`config.mk`:
```
export PLATFORM = sky130hd
export DESIGN_NAME = slice_ctrl
export DESIGN_NICKNAME = d
export VERILOG_FILES = /design/src/rtl/slice_pkg.sv /design/src/rtl/slice_ctrl_skid.sv /design/src/rtl/slice_ctrl.sv
export SDC_FILE = /design/constraint.sdc
export NUM_CORES = 1
export LEC_CHECK = 0
export ABC_AREA = 1
export CELL_PAD_IN_SITES_DETAIL_PLACEMENT = 0
export CELL_PAD_IN_SITES_GLOBAL_PLACEMENT = 1
export CORE_MARGIN = 5
export CORE_UTILIZATION = 34
export DETAILED_ROUTE_END_ITERATION = 6
export PLACE_DENSITY = 0.73
export SLEW_MARGIN = 20
export SYNTH_ARGS = -nofsm -noshare
export SYNTH_HDL_FRONTEND = slang
export SYNTH_SLANG_ARGS = --single-unit
```
`constraint.sdc`:
```
create_clock -name clk -period 2.4 [get_ports clk]
set_clock_uncertainty 0.15 [all_clocks]
set_input_delay 0.24 -clock clk [delete_from_list [all_inputs] [get_ports clk]]
set_output_delay 0.24 -clock clk [all_outputs]
set_load 0.01 [all_outputs]
```
`src/rtl/slice_pkg.sv`:
```
// slice_pkg: state encoding, space-to-depth group offsets and frame beat count
// shared by the slice_ctrl sequencer.
package slice_pkg;

    typedef enum logic [1:0] {IDLE, RUN, DRAIN, DONE} state_t;

    // group g selects the (dy, dx) pixel inside each 2x2 input block
    localparam int unsigned DY [4] = '{0, 1, 0, 1};
    localparam int unsigned DX [4] = '{0, 0, 1, 1};

    function automatic int unsigned beat_count(input int unsigned w, input int unsigned h,
                                               input int unsigned k);
        return (w / 2) * (h / 2) * 4 * k;
    endfunction

endpackage

```
`src/rtl/slice_ctrl_skid.sv`:
```
// slice_ctrl_skid: two-entry in-order buffer between BRAM read data and the output stream.
// The producer never pushes into a full buffer; occ_o lets it throttle its reads.
module slice_ctrl_skid #(
    parameter int DATA_WIDTH = 16
) (
    input  logic                  clk,
    input  logic                  rst,
    input  logic                  in_valid_i,
    input  logic [DATA_WIDTH-1:0] in_data_i,
    input  logic                  out_ready_i,
    output logic                  out_valid_o,
    output logic [DATA_WIDTH-1:0] out_data_o,
    output logic [1:0]            occ_o
);
    logic [DATA_WIDTH-1:0] head_q, tail_q;
    logic [1:0]            occ_q;
    logic                  pop;

    assign pop         = out_ready_i && (occ_q != 2'd0);
    assign out_valid_o = occ_q != 2'd0;
    assign out_data_o  = head_q;
    assign occ_o       = occ_q;

    always_ff @(posedge clk) begin
        if (rst) begin
            head_q <= '0;
            tail_q <= '0;
            occ_q  <= '0;
        end else begin
            occ_q <= occ_q + {1'b0, in_valid_i} - {1'b0, pop};
            if (pop && occ_q == 2'd2)
                head_q <= tail_q;
            else if (in_valid_i && (occ_q == 2'd0 || (occ_q == 2'd1 && pop)))
                head_q <= in_data_i;
            if (in_valid_i && ((occ_q == 2'd1 && !pop) || (occ_q == 2'd2 && pop)))
                tail_q <= in_data_i;
        end
    end

endmodule

```
`src/rtl/slice_ctrl.sv`:
```
// slice_ctrl: streams a W x H x K map from BRAM as its (W/2) x (H/2) x 4K space-to-depth slice.
// Defining SLICE_CTRL_PERF_EN adds a saturating stall_cnt output.
module slice_ctrl
    import slice_pkg::*;
#(
    parameter int W          = 4,
    parameter int H          = 4,
    parameter int K          = 3,
    parameter int DATA_WIDTH = 16,
    parameter int ADDR_WIDTH = $clog2(W * H * K)
) (
    input  logic                  clk,
    input  logic                  rst,
    input  logic                  start,
    output logic                  busy,
    output logic                  done,
    output logic                  mem_rd_en,
    output logic [ADDR_WIDTH-1:0] mem_addr,
    input  logic [DATA_WIDTH-1:0] mem_rdata,
    output logic [DATA_WIDTH-1:0] out_data,
    output logic                  out_valid,
    input  logic                  out_ready
`ifdef SLICE_CTRL_PERF_EN
    ,
    output logic [31:0]           stall_cnt
`endif
);
    localparam int CW = $clog2(K + 1);
    localparam int XW = $clog2(W / 2 + 1);
    localparam int YW = $clog2(H / 2 + 1);
    localparam logic [ADDR_WIDTH-1:0] WA  = ADDR_WIDTH'(W);
    localparam logic [ADDR_WIDTH-1:0] KA  = ADDR_WIDTH'(K);
    localparam logic [ADDR_WIDTH-1:0] TWO = ADDR_WIDTH'(2);

    state_t        state_q;
    logic [CW-1:0] c_q;
    logic [1:0]    g_q;
    logic [XW-1:0] ox_q;
    logic [YW-1:0] oy_q;
    logic          rd_inflight_q;
    logic [1:0]    occ;
    logic          issue, pop, c_last, ox_last, oy_last, last_rd;

    assign c_last  = c_q == CW'(K - 1);
    assign ox_last = ox_q == XW'(W / 2 - 1);
    assign oy_last = oy_q == YW'(H / 2 - 1);
    assign last_rd = c_last && g_q == 2'd3 && ox_last && oy_last;
    assign pop     = out_valid && out_ready;
    // a pop this cycle frees the slot the in-flight read will land in, keeping 1 beat/cycle
    assign issue   = state_q == RUN && (occ == 2'd0 || (occ == 2'd1 && (!rd_inflight_q || pop)));

    assign busy      = state_q != IDLE;
    assign done      = state_q == DONE;
    assign mem_rd_en = issue;
    assign mem_addr  = ((ADDR_WIDTH'(oy_q) * TWO + ADDR_WIDTH'(DY[g_q])) * WA
                        + ADDR_WIDTH'(ox_q) * TWO + ADDR_WIDTH'(DX[g_q])) * KA + ADDR_WIDTH'(c_q);

    always_ff @(posedge clk) begin
        if (rst) begin
            state_q       <= IDLE;
            c_q           <= '0;
            g_q           <= '0;
            ox_q          <= '0;
            oy_q          <= '0;
            rd_inflight_q <= 1'b0;
        end else begin
            rd_inflight_q <= issue;
            if (issue) begin
                c_q <= c_last ? '0 : c_q + 1'b1;
                if (c_last) begin
                    g_q <= g_q + 2'd1;
                    if (g_q == 2'd3) begin
                        ox_q <= ox_last ? '0 : ox_q + 1'b1;
                        if (ox_last)
                            oy_q <= oy_last ? '0 : oy_q + 1'b1;
                    end
                end
            end
            case (state_q)
                IDLE:    if (start) state_q <= RUN;
                RUN:     if (issue && last_rd) state_q <= DRAIN;
                DRAIN:   if (!rd_inflight_q && (occ == 2'd0 || (occ == 2'd1 && pop))) state_q <= DONE;
                DONE:    state_q <= IDLE;
                default: state_q <= IDLE;
            endcase
        end
    end

    slice_ctrl_skid #(.DATA_WIDTH(DATA_WIDTH)) u_skid (
        .clk         (clk),
        .rst         (rst),
        .in_valid_i  (rd_inflight_q),
        .in_data_i   (mem_rdata),
        .out_ready_i (out_ready),
        .out_valid_o (out_valid),
        .out_data_o  (out_data),
        .occ_o       (occ)
    );

`ifdef SLICE_CTRL_PERF_EN
    logic [31:0] stall_q;

    always_ff @(posedge clk) begin
        if (rst || (state_q == IDLE && start))
            stall_q <= '0;
        else if (busy && out_valid && !out_ready && stall_q != '1)
            stall_q <= stall_q + 32'd1;
    end

    assign stall_cnt = stall_q;
`endif

endmodule

```
# Word-level counts from Yosys, hierarchy flattened
# Cells that the tools add are included.
# W data, S select, Z words.
[word_totals] in_bits=20 register_bits=45
[op_classes] muxes=15 multipliers=1 bitwise=1 n_addsub=10 eq_ne=12 reduce_logical=28 order_cmp=1
[ops] operator="$bmux W32 S2" count=2
[ops] operator="$mux W16" count=2
[ops] operator="$logic_and A1 B1 Y1" count=13
[ops] operator="$mux W2" count=6
[ops] operator="$mux W6" count=2
[ops] operator="$eq A2 B2 Y1 const B" count=5
[ops] operator="$add A2 B1 Y2 const B" count=4
[ops] operator="$eq A2 B1 Y1 const B" count=4
[ops] operator="$mux W4" count=2
[ops] operator="$pmux W2 S4" count=1
[ops] operator="$add A6 B2 Y6" count=1
[ops] operator="$add A6 B3 Y6" count=1
[ops] operator="$add A6 B6 Y6" count=1
[ops] operator="$mul A6 B2 Y6 const B" count=1
[ops] operator="$reduce_and A3 Y1" count=2
[ops] operator="$reduce_bool A2 Y1" count=3
[ops] operator="$add A3 B4 Y4" count=1
[ops] operator="$logic_not A2 Y1" count=2
[ops] operator="$logic_or A1 B1 Y1" count=4
[ops] operator="$ne A2 B2 Y1 const B" count=2
[ops] operator="$reduce_and A4 Y1" count=1
[ops] operator="$ge A3 B3 Y1 const B" count=1
[ops] operator="$not A2 Y3" count=1
[ops] operator="$add A2 B1 Y2" count=1
[ops] operator="other kinds (4)" count=5

# Logic depth before layout (Yosys ltp)
[logic_depth] ltp_word=9 ltp_mapped=9 mapped_depth_nobuf=9

# Hierarchy
# Synthesis repeated with hierarchy kept, for this count alone.
[hier_totals] cells_unflattened=359 area_unflattened_um2=2696.3
[modules_own_cells] mod="slice_ctrl_skid" seq_area_each_um2=680.7 instances=1 area_each_um2=1838.0 cells_each=248
[modules_own_cells] mod="slice_ctrl" seq_area_each_um2=220.2 instances=1 area_each_um2=858.3 cells_each=111

# Worst setup path after synthesis
# Ideal clock, no wire load.
[synth_timing] path_type="register to output" start="register c_q[1]" end="output port mem_addr[5]" arrival_ns=2.046 stages_incl_launch_ff=10 path_buffers=0 path_slack_ns=-0.036 path_cell_list="dfxtp_1 inv_1 fa_1 inv_1 ha_1 fa_1 nand2_1 nand2_1 a21oi_1 xor2_1"
[synth_via] elab_chain_cells=1
[synth_lines] element="from (decl)" line_no="slice_ctrl.sv:36" text="logic [CW-1:0] c_q;"
[synth_lines] element="from (signal assigned)" line_no="slice_ctrl.sv:69" text="c_q <= c_last ? '0 : c_q + 1'b1;"
[synth_lines] element="$add A6 B2 Y6" line_no="slice_ctrl.sv:56" text="+ ADDR_WIDTH'(ox_q) * TWO + ADDR_WIDTH'(DX[g_q])) * KA + ADDR_WIDTH'(c_q);"
[synth_lines] element="to (decl)" line_no="slice_ctrl.sv:18" text="output logic [ADDR_WIDTH-1:0] mem_addr,"
# Every way passes these cells.

# Worst setup path in the final report
# Ends and elaborated chain as after synthesis.

==> flow_summary.ini <==
[outcome]
status = finished, violations left
violations = setup timing

[cts]
worstSkewPairLatency_ns = 0.29
cts_buffers = 5
cts.reportedPaths.clkPinSlew_ns = 0.09
cts_hold_buf = 0
cts.root.buffer_cell = clkbuf_8
htreeDepth = 2
cts_sinks = 45
clockBufferDepth = 2
cts_tree = yes

[floorplanning]
initial_core_util_pct = 35.4
ioPinCount = 46
core_area_um2 = 6420
die_width_um = 91.8
die_h_um = 91.8
rows = 29
dieArea_um2 = 8420

[synthesis]
syn_area_per_cell_um2 = 8.01
ys_ff_latch = 45
ys_warn_count = 0
synth_cell_types = 28
yosysSeqAreaShare_pct = 39.6
syn_inst = 284
netlist_area_um2 = 2270
syn-num-nets = 324

[job]
maxCapViolations = 0

[critical_path]
arrival_ns = 2.31
cp-start-kind = flip-flop
cp_data_required_time_ns = 2.01
end_kind = output pin
path_max_fanout = 2
critPathKind = flip-flop to output pin

[timing]
finalSetupViolCount = 3
tightest_slew_ns = 0.313
layout_setup_ws_ns = -0.299
fmax_mhz = 371
fin_crit_sh_pct = 112
grt_setup_unrepaired = yes
fin_crit_ns = 2.70
slew_headroom_pct = 79.1
hold_violations = 0
slew_viol_final = 0

[route]
finalWirelength_um = 5030
routedWlPerCell_um = 12.0
drc = 0
drtIter0Drc = 52
ant_nets = 0
vias = 1977
vias_per_cell = 4.70
drt-pass1-iter-count = 4

[power]
vdd_drop_max_uv = 372
p_leak_nw = 1.28
p_per_area_nw_per_um2 = 890

[placement]
dp_hpwl_um = 3670
post-place-cells = 412
portBuffers = 45
post_dp_cell_area_um2 = 2870
pre_cts_slack_ns = -0.490
gp_congestion = 0.771

[cells_and_area]
stdcell_count = 421
n_antenna_cell = 0
syn2layout_area_growth_pct = 35.8
drive_gt1_share_pct = 16.6
finalInstanceArea_um2 = 3090
finalNetCount = 383

[global_routing]
grtUsageTotal_pct = 12.6
grt_max_degree = 29
antenna_found_initial = 0
grt_pass1_wl_um = 8800
grt_overflow_total = 0
grt_pass1_vias = 1940

[hold_path]
hp-class = flip-flop to flip-flop
-- placed cells by master, fill, tap and decap left out, drive strengths merged --
master / n
ha: 18
nand3: 8
dlygate4sd2: 1
nand2: 24
nand4: 7
xor2: 7
nor3: 1
a211oi: 11
clkinvlp: 1
a21oi: 18
bufinv: 1
dfxtp: 45
clkdlybuf4s50: 40
clkbuf: 6
nor2: 53
xnor2: 1
nand3b: 1
buf: 23
fa: 2
inv: 34
o21ai: 35
a31oi: 7
-- routing by layer --
metal  share of wire (%)  track usage [%]  vias up  wire [µm]
li1                    -                -     1057          -
met1                  48             16.3      883       2440
met2                  47             21.0       30       2350
met3                 3.7             3.03        7        185
met4                 1.1             3.34        0         56
met5                   0                0        -          0
-- worst paths after layout --
check | from | endpoint | slack (ns) | depth (start not counted)
min | u_skid.tail_q[13] | u_skid.tail_q[13] | 0.31 | 2
min reg2reg | u_skid.tail_q[13] | u_skid.tail_q[13] | 0.31 | 2
max reg2reg | u_skid.occ_o[1] | u_skid.occ_o[1] | 0.58 | 9
max | c_q[1] | mem_addr[5] | -0.30 | 10
-- flip-flops by register name, indices dropped and copies added, names as in the netlist --
| register | cells |
|---|---|
| c_q | 2 |
| g_q | 2 |
| ox_q | 2 |
| oy_q | 2 |
| rd_inflight_q | 1 |
| state_q | 2 |
| u_skid.occ_o | 2 |
| u_skid.out_data_o | 16 |
| u_skid.tail_q | 16 |
-- kinds of logic (layout without fill, tap and decap cells) --
kind of cell | after synthesis | in the layout | synth area share [%]
adders and majority gates | 20 | 20 | 11.7
AOI/OAI and AO/OA | 71 | 71 | 17.4
DFF | 45 | 45 | 39.6
xor gates and xnor gates | 8 | 8 | 3.08
and+or+nand+nor | 94 | 94 | 18.7
buffers and inverters | 46 | 106 | 9.52
-- final cells by class --
type	count	area (µm²)
timing repair buffer	64	582
clock inverter	2	37.5
tap	77	96.3
clock buffer	6	82.6
multi-input combinational	193	1250
sequential	45	906
fill	680	3340
inverter	34	128
-- where the power goes --
part	leakage, nW	total [mW]	internal (mW)	switching, mW
Clock	0.0574	0.600	0.339	0.262
Combinational	0.851	1.13	0.544	0.581
Sequential	0.368	1.02	0.916	0.106
Total	1.28	2.75	1.80	0.949
-- through the flow --
stage / setup TNS [ns] / power, mW / util, % / hold slack [ns]
finish: -0.618 / 2.75 / 48.1 / 0.306
global route: -1.00 / 2.97 / 48.1 / 0.328
CTS: -0.604 / 2.80 / 47.8 / 0.307
detailed placement: -1.35 / 2.18 / 44.7 / 0.292
global placement: -1.18 / 2.16 / 44.7 / 0.289
floorplan: 0 / 1.69 / - / 0.161
-- Yosys cell counts --
library cell   n  share of area (%)
nor2_1        52                8.6
inv_1         32                5.3
buf_6          5                2.5
dfxtp_1       45                 40
buf_2          1               0.22
clkbuf_1       4               0.66
nand3b_1       1               0.33
o21ai_0       23                5.1
o21ai_2        1               0.39
inv_2          2               0.33
a21oi_1       18                4.0
xnor2_1        1               0.39
buf_4          1               0.33
o21ai_1       11                2.4
nand3_4        1               0.77
a211oi_1      11                3.6
nor2_4         1               0.50
nand2_1       20                3.3
a31oi_1        7                1.9
ha_1          18                9.9
nand2_4        1               0.50
nand2_2        3               0.83
xor2_1         7                2.7
nand3_1        7                1.5
nand4_1        7                1.9
fa_1           2                1.8
clkbuf_2       1               0.22
nor3_2         1               0.44
-- timing repair --
| action | in CTS | in global routing |
|---|---|---|
| endpoints found under the hold margin | 0 | 0 |
| setup endpoints to repair | 5 | 4 |
| pin swaps | 3 | 3 |
| setup buffers | 0 | 1 |
| resized for setup | 33 | 2 |
-- worst max-delay path, stage by stage (launching register included) --
cell     delay (ns)
dfxtp_2        0.34
inv_2          0.04
fa_1           0.53
inv_1          0.04
ha_2           0.18
fa_2           0.34
nand2_1        0.07
nand2_1        0.06
a21oi_2        0.12
xor2_1         0.14
buf_2          0.14
No activity file was read; power rests on OpenSTA's default activity.
==> RTL edit 1 (same flow settings) <==
Encoding of `state_t`: now one-hot (4 bits for 4 states).
--- a/src/rtl/slice_pkg.sv
+++ b/src/rtl/slice_pkg.sv
@@ -3,5 +3,5 @@
 package slice_pkg;
 
-    typedef enum logic [1:0] {IDLE, RUN, DRAIN, DONE} state_t;
+    typedef enum logic [3:0] {IDLE = 4'b0001, RUN = 4'b0010, DRAIN = 4'b0100, DONE = 4'b1000} state_t;
 
     // group g selects the (dy, dx) pixel inside each 2x2 input block
Function: same outputs for any inputs over 10 cycles, from zero or initial values and one cycle with rst high; not proved beyond that.
==> RTL edit 1 against the unedited design <==
  * The flow still finishes with violations (negative setup slack)
  * Via count rose by 7.6%
  * Largest power group is now sequential cells
  * Design area increased by 3.0%
  * Synthesized area increased by 1.7%
  * First-iteration DRC count increased by 31%
  * Largest cell class unchanged
  * Critical endpoint unchanged
  * Routed wire length increased by 5.4%
  * Sequential cell count rose by 2
  * Non-clock buffer count is 8 higher
  * Sequential power is 9.5% lower
  * Setup slack got worse by 0.025 ns
  * Total power shrank 24%
==> RTL edit 1: results (changes against the unedited design) <==
Run status
  • Status: finished, violations left
  • Failing checks: negative setup slack

Cells and area
  • Final design utilization: 47.3% (-0.74 points)
  • Signal buffers: 72 (+13%)
  • Nets@finish: 407 (+6.3%)
  • Final clock-cell share: 3.66% (-0.23 points)
  • CLK BUF: 5 (-1)
  • Area of the multi-input gates: 1230 µm² (-1.7%)
  • Fraction of area in registers: 29.7% (+0.37 points)
  • Layout cells sized above 1: 16.9% (+0.32 points)

Detailed routing
  • Via count: 2,127 (+7.6%)
  • Total length of routed met2 wires: 2430 µm (+3.3%)
  • WL met3: 243 µm (+31%)

Global route
  • GRT met3 Usage: 3.57% (+0.55 points)
  • Largest net degree at the start of global routing: 30 (+3.4%)
  • Vias in the first global route: 2,040 (+5.2%)
  • All-Layer GR Usage: 12.9% (+0.27 points)
  • Met2 GRT Util: 21.0% (+0.029 points)
  • Met1 layer usage reported by global route: 16.5% (+0.19 points)

Logic synthesis
  • Synth top cells by count: nor2_1 (49), dfxtp_1 (47), nand2_1 (37), o21ai_0 (35), inv_1 (34)
  • Synth cell types: 26 (-7.1%)
  • Avg Cell Area, Syn: 7.53 µm² (-6.0%)
  • Sequential share of the synthesized area: 40.7% (+1.1 points)
  • Synth area leaders: dfxtp_1 (41%), nor2_1 (8.0%), o21ai_0 (7.6%), ha_1 (7.0%), nand2_1 (6.0%)
  • Net Count, Synth: 342 (+5.6%)

STA
  • PnR worst setup slack: -0.324 ns (-0.0254 ns)
  • Slew @ Worst Pin: 0.418 ns (+0.104 ns)
  • Period minus WS final: 2.72 ns (+0.0254 ns)
  • WHS: 0.306 ns (+0.000552 ns)
  • Finish-stage setup viols: 4 (+1)

Pwr
  • Power Dens Cells: 661 nW/µm² (-26%)
  • Max VDD drop: 0.353 mV (-5.2%)
  • Static Leakage: 1.36 nW (+6.7%)
  • Comb pwr share: 27.6% (-13 points)

Placement
  • Pre-CTS setup slack: -0.459 ns (+0.0311 ns)
  • Routability cong.: 0.783 (+1.5%)
  • Placed cells: 440 (+6.8%)

Worst hold path
  • HP Start: u_skid.tail_q[10]

Worst setup path
  • Arrival time at the worst endpoint: 2.33 ns (+0.02 ns)
  • Reg2reg path depth: 8 (-1)
==> RTL edit 1: changes by cell type after synthesis, sizes merged, moves of 2 or more <==
| cell | delta |
|---|---|
| clkbuf | -4 |
| dfxtp | +2 |
| a211oi | -11 |
| nand2 | +16 |
| nor2 | -3 |
| inv | +3 |
| o21ai | +13 |
| ha | -5 |
| xor2 | -2 |
| nand3 | +5 |
| buf | +6 |
| a21oi | +2 |
==> RTL edit 1: kinds of logic (layout without fill, tap and decap cells) <==
group | count (synthesis) | count (layout) | share of synthesized area, %
AOI/OAI and AO/OA | 74 | 74 | 16.4
and+or+nand+nor | 113 | 113 | 21.0
DFF | 47 | 47 | 40.7
xor gates and xnor gates | 7 | 7 | 2.65
buffers and inverters | 51 | 117 | 10.6
adders and majority gates | 15 | 15 | 8.77
==> RTL edit 1: repair_timing <==
item	CTS	global route
gates resized for setup	35	1
buffers inserted	3	3
pin swaps	4	2
endpoints found under the setup margin	5	4
==> RTL edit 2 (same settings) <==
Made on the original files. `W`: 4 -> 8.
--- a/src/rtl/slice_ctrl.sv
+++ b/src/rtl/slice_ctrl.sv
@@ -4,5 +4,5 @@
     import slice_pkg::*;
 #(
-    parameter int W          = 4,
+    parameter int W          = 8,
     parameter int H          = 4,
     parameter int K          = 3,
Ports: changed (resized mem_addr); port bits go from 46 to 47. The function was not compared with the original's and may differ.
==> RTL edit 2 against the unedited design <==
  * The flow still finishes with violations (negative setup slack)
  * Sequential cell count is 1 higher
  * Synthesized area is 6.8% higher
  * Synthesized cell count grew 6.0%
  * Count of clock-buffer cells in the layout shrank 1
  * Total power is 1.9% higher
  * Combinational power increased by 4%
  * Critical path depth grew 1
  * First-iteration DRC count rose by 21%
  * Global-route usage rose by 0.33 points
  * Maximum frequency up 1.1%
  * Setup slack gained 0.030 ns
  * Design area increased by 7.6%
  * Routed wire length up 9.1%
  * Worst hold slack improved by 0.0025 ns
  * Critical path type unchanged
==> RTL edit 2: results (changes against the unedited design) <==
STA
  • WHS: 0.308 ns (+0.00248 ns)
  • Slew @ Worst Pin: 0.392 ns (+0.0787 ns)
  • PnR worst setup slack: -0.269 ns (+0.0300 ns)
  • Finish-stage setup viols: 4 (+1)
  • Sum Neg Setup Slack: -0.769 ns (-0.151 ns)

Global route
  • Largest net degree at the start of global routing: 27 (-6.9%)
  • Vias in the first global route: 1,996 (+2.9%)
  • First-pass GRT wire length: 9290 µm (+5.6%)
  • All-Layer GR Usage: 12.9% (+0.33 points)

Worst setup path
  • Reg2reg path depth: 7 (-2)
  • RR Endpoint: u_skid.occ_o[1]
  • Reg2reg setup slack: 0.62 ns (+0.04 ns)
  • Max incr delay on CP: 0.35 ns (-0.18 ns)
  • Largest fanout on the critical path: 3 (+1)
  • Crit path from: g_q[0]
  • Worst flop-to-flop path startpoint: u_skid.occ_o[0]
  • Arrival time at the worst endpoint: 2.28 ns (-0.03 ns)
  • Slowest CP cell: dfxtp_2
  • Delay-heaviest family, CP: adder cells

Detailed routing
  • DRT Wirelength: 5490 µm (+9.1%)
  • Wirelength per Cell: 11.9 µm (-0.40%)
  • Initial DRC count: 63 (+21%)
  • Vias per cell: 4.53 (-3.5%)

Worst hold path
  • HP Start: u_skid.tail_q[10]
  • Hold path endpoint: u_skid.tail_q[10]

Clock network
  • CTS buffer count: 5 (unchanged)
  • CTS root buffer: clkbuf_8
  • CTS Buffer Depth: 2 (unchanged)
  • PostCTS Resize Cnt: 43 (+30%)
  • Setup repair bufs after CTS: 1 (+1)

Logic synthesis
  • Xor and xnor area share after synthesis: 3.25% (+0.17 points)
  • Synth cell types: 30 (+7.1%)
  • Post-synth ARST share: 0% (unchanged)
  • Synth top cells by count: nor2_1 (49), dfxtp_1 (46), inv_1 (31), nand2_1 (22), ha_1 (21)
  • Mapped Cells: 301 (+6.0%)
  • Adder-Cell Fraction of Synth Area: 12.5% (+0.81 points)
  • Synth Area in Compound Gates: 17.4% (+0.031 points)
  • Synth area leaders: dfxtp_1 (38%), ha_1 (11%), nor2_1 (7.6%), inv_1 (4.8%), a21oi_1 (4.1%)
  • Sequential share of the synthesized area: 37.9% (-1.7 points)
  • Net Count, Synth: 344 (+6.2%)

Run status
  • Failing checks: negative setup slack
  • Status: finished, violations left

Placement
  • Placed cells: 452 (+9.7%)
  • Routability cong.: 0.785 (+1.7%)
  • Dpl cell area: 3090 µm² (+7.9%)
  • Pre-CTS setup slack: -0.530 ns (-0.0406 ns)
  • I/O Buffers: 46 (+2.2%)
  • Hpwl dp: 3960 µm (+7.9%)

Pwr
  • Combinational cell power: 1.17 mW (+4%)
  • Static Leakage: 1.38 nW (+8.1%)
  • Psw: 993 µW (+4.6%)
  • Comb pwr share: 41.7% (+0.7 points)
  • Max VDD drop: 0.441 mV (+18%)

Cells and area
  • Layout cells sized above 1: 20.8% (+4.3 points)
  • Nets@finish: 407 (+6.3%)
-- RTL edit 2: cell count changes after synthesis, moves of 3 or more --
cell     before  now
o21ai_1      11   18
xnor2_1       1    4
nor2_1       52   49
ha_1         18   21
nand4_1       7   10
o21ai_0      23   17
buf_2         1    4
-- RTL edit 2: per-layer routing --
metal / wire length, µm / track usage [%]
met1: 2620 / 16.2
met2: 2610 / 22.3
met3: 194 / 2.79
met4: 70 / 3.61
met5: 0 / 0
-- RTL edit 2: worst max path at each step --
stage	to	slack, ns	cells after the start
after floorplan	mem_addr[6]	0.02	10
after global placement	mem_addr[5]	-0.46	9
after detailed placement	mem_addr[5]	-0.53	9
after CTS	mem_addr[6]	-0.30	11
after global routing	mem_addr[6]	-0.39	11
final	mem_addr[6]	-0.27	11
-- RTL edit 2: area by class of cell --
class	count	area, µm²
Clock buffer	5	68.8
Clock inverter	3	43.8
Fill cell	690	3550
Inverter	36	135
Multi-Input combinational cell	206	1410
Sequential cell	46	926
Tap cell	96	120
Timing Repair Buffer	69	617
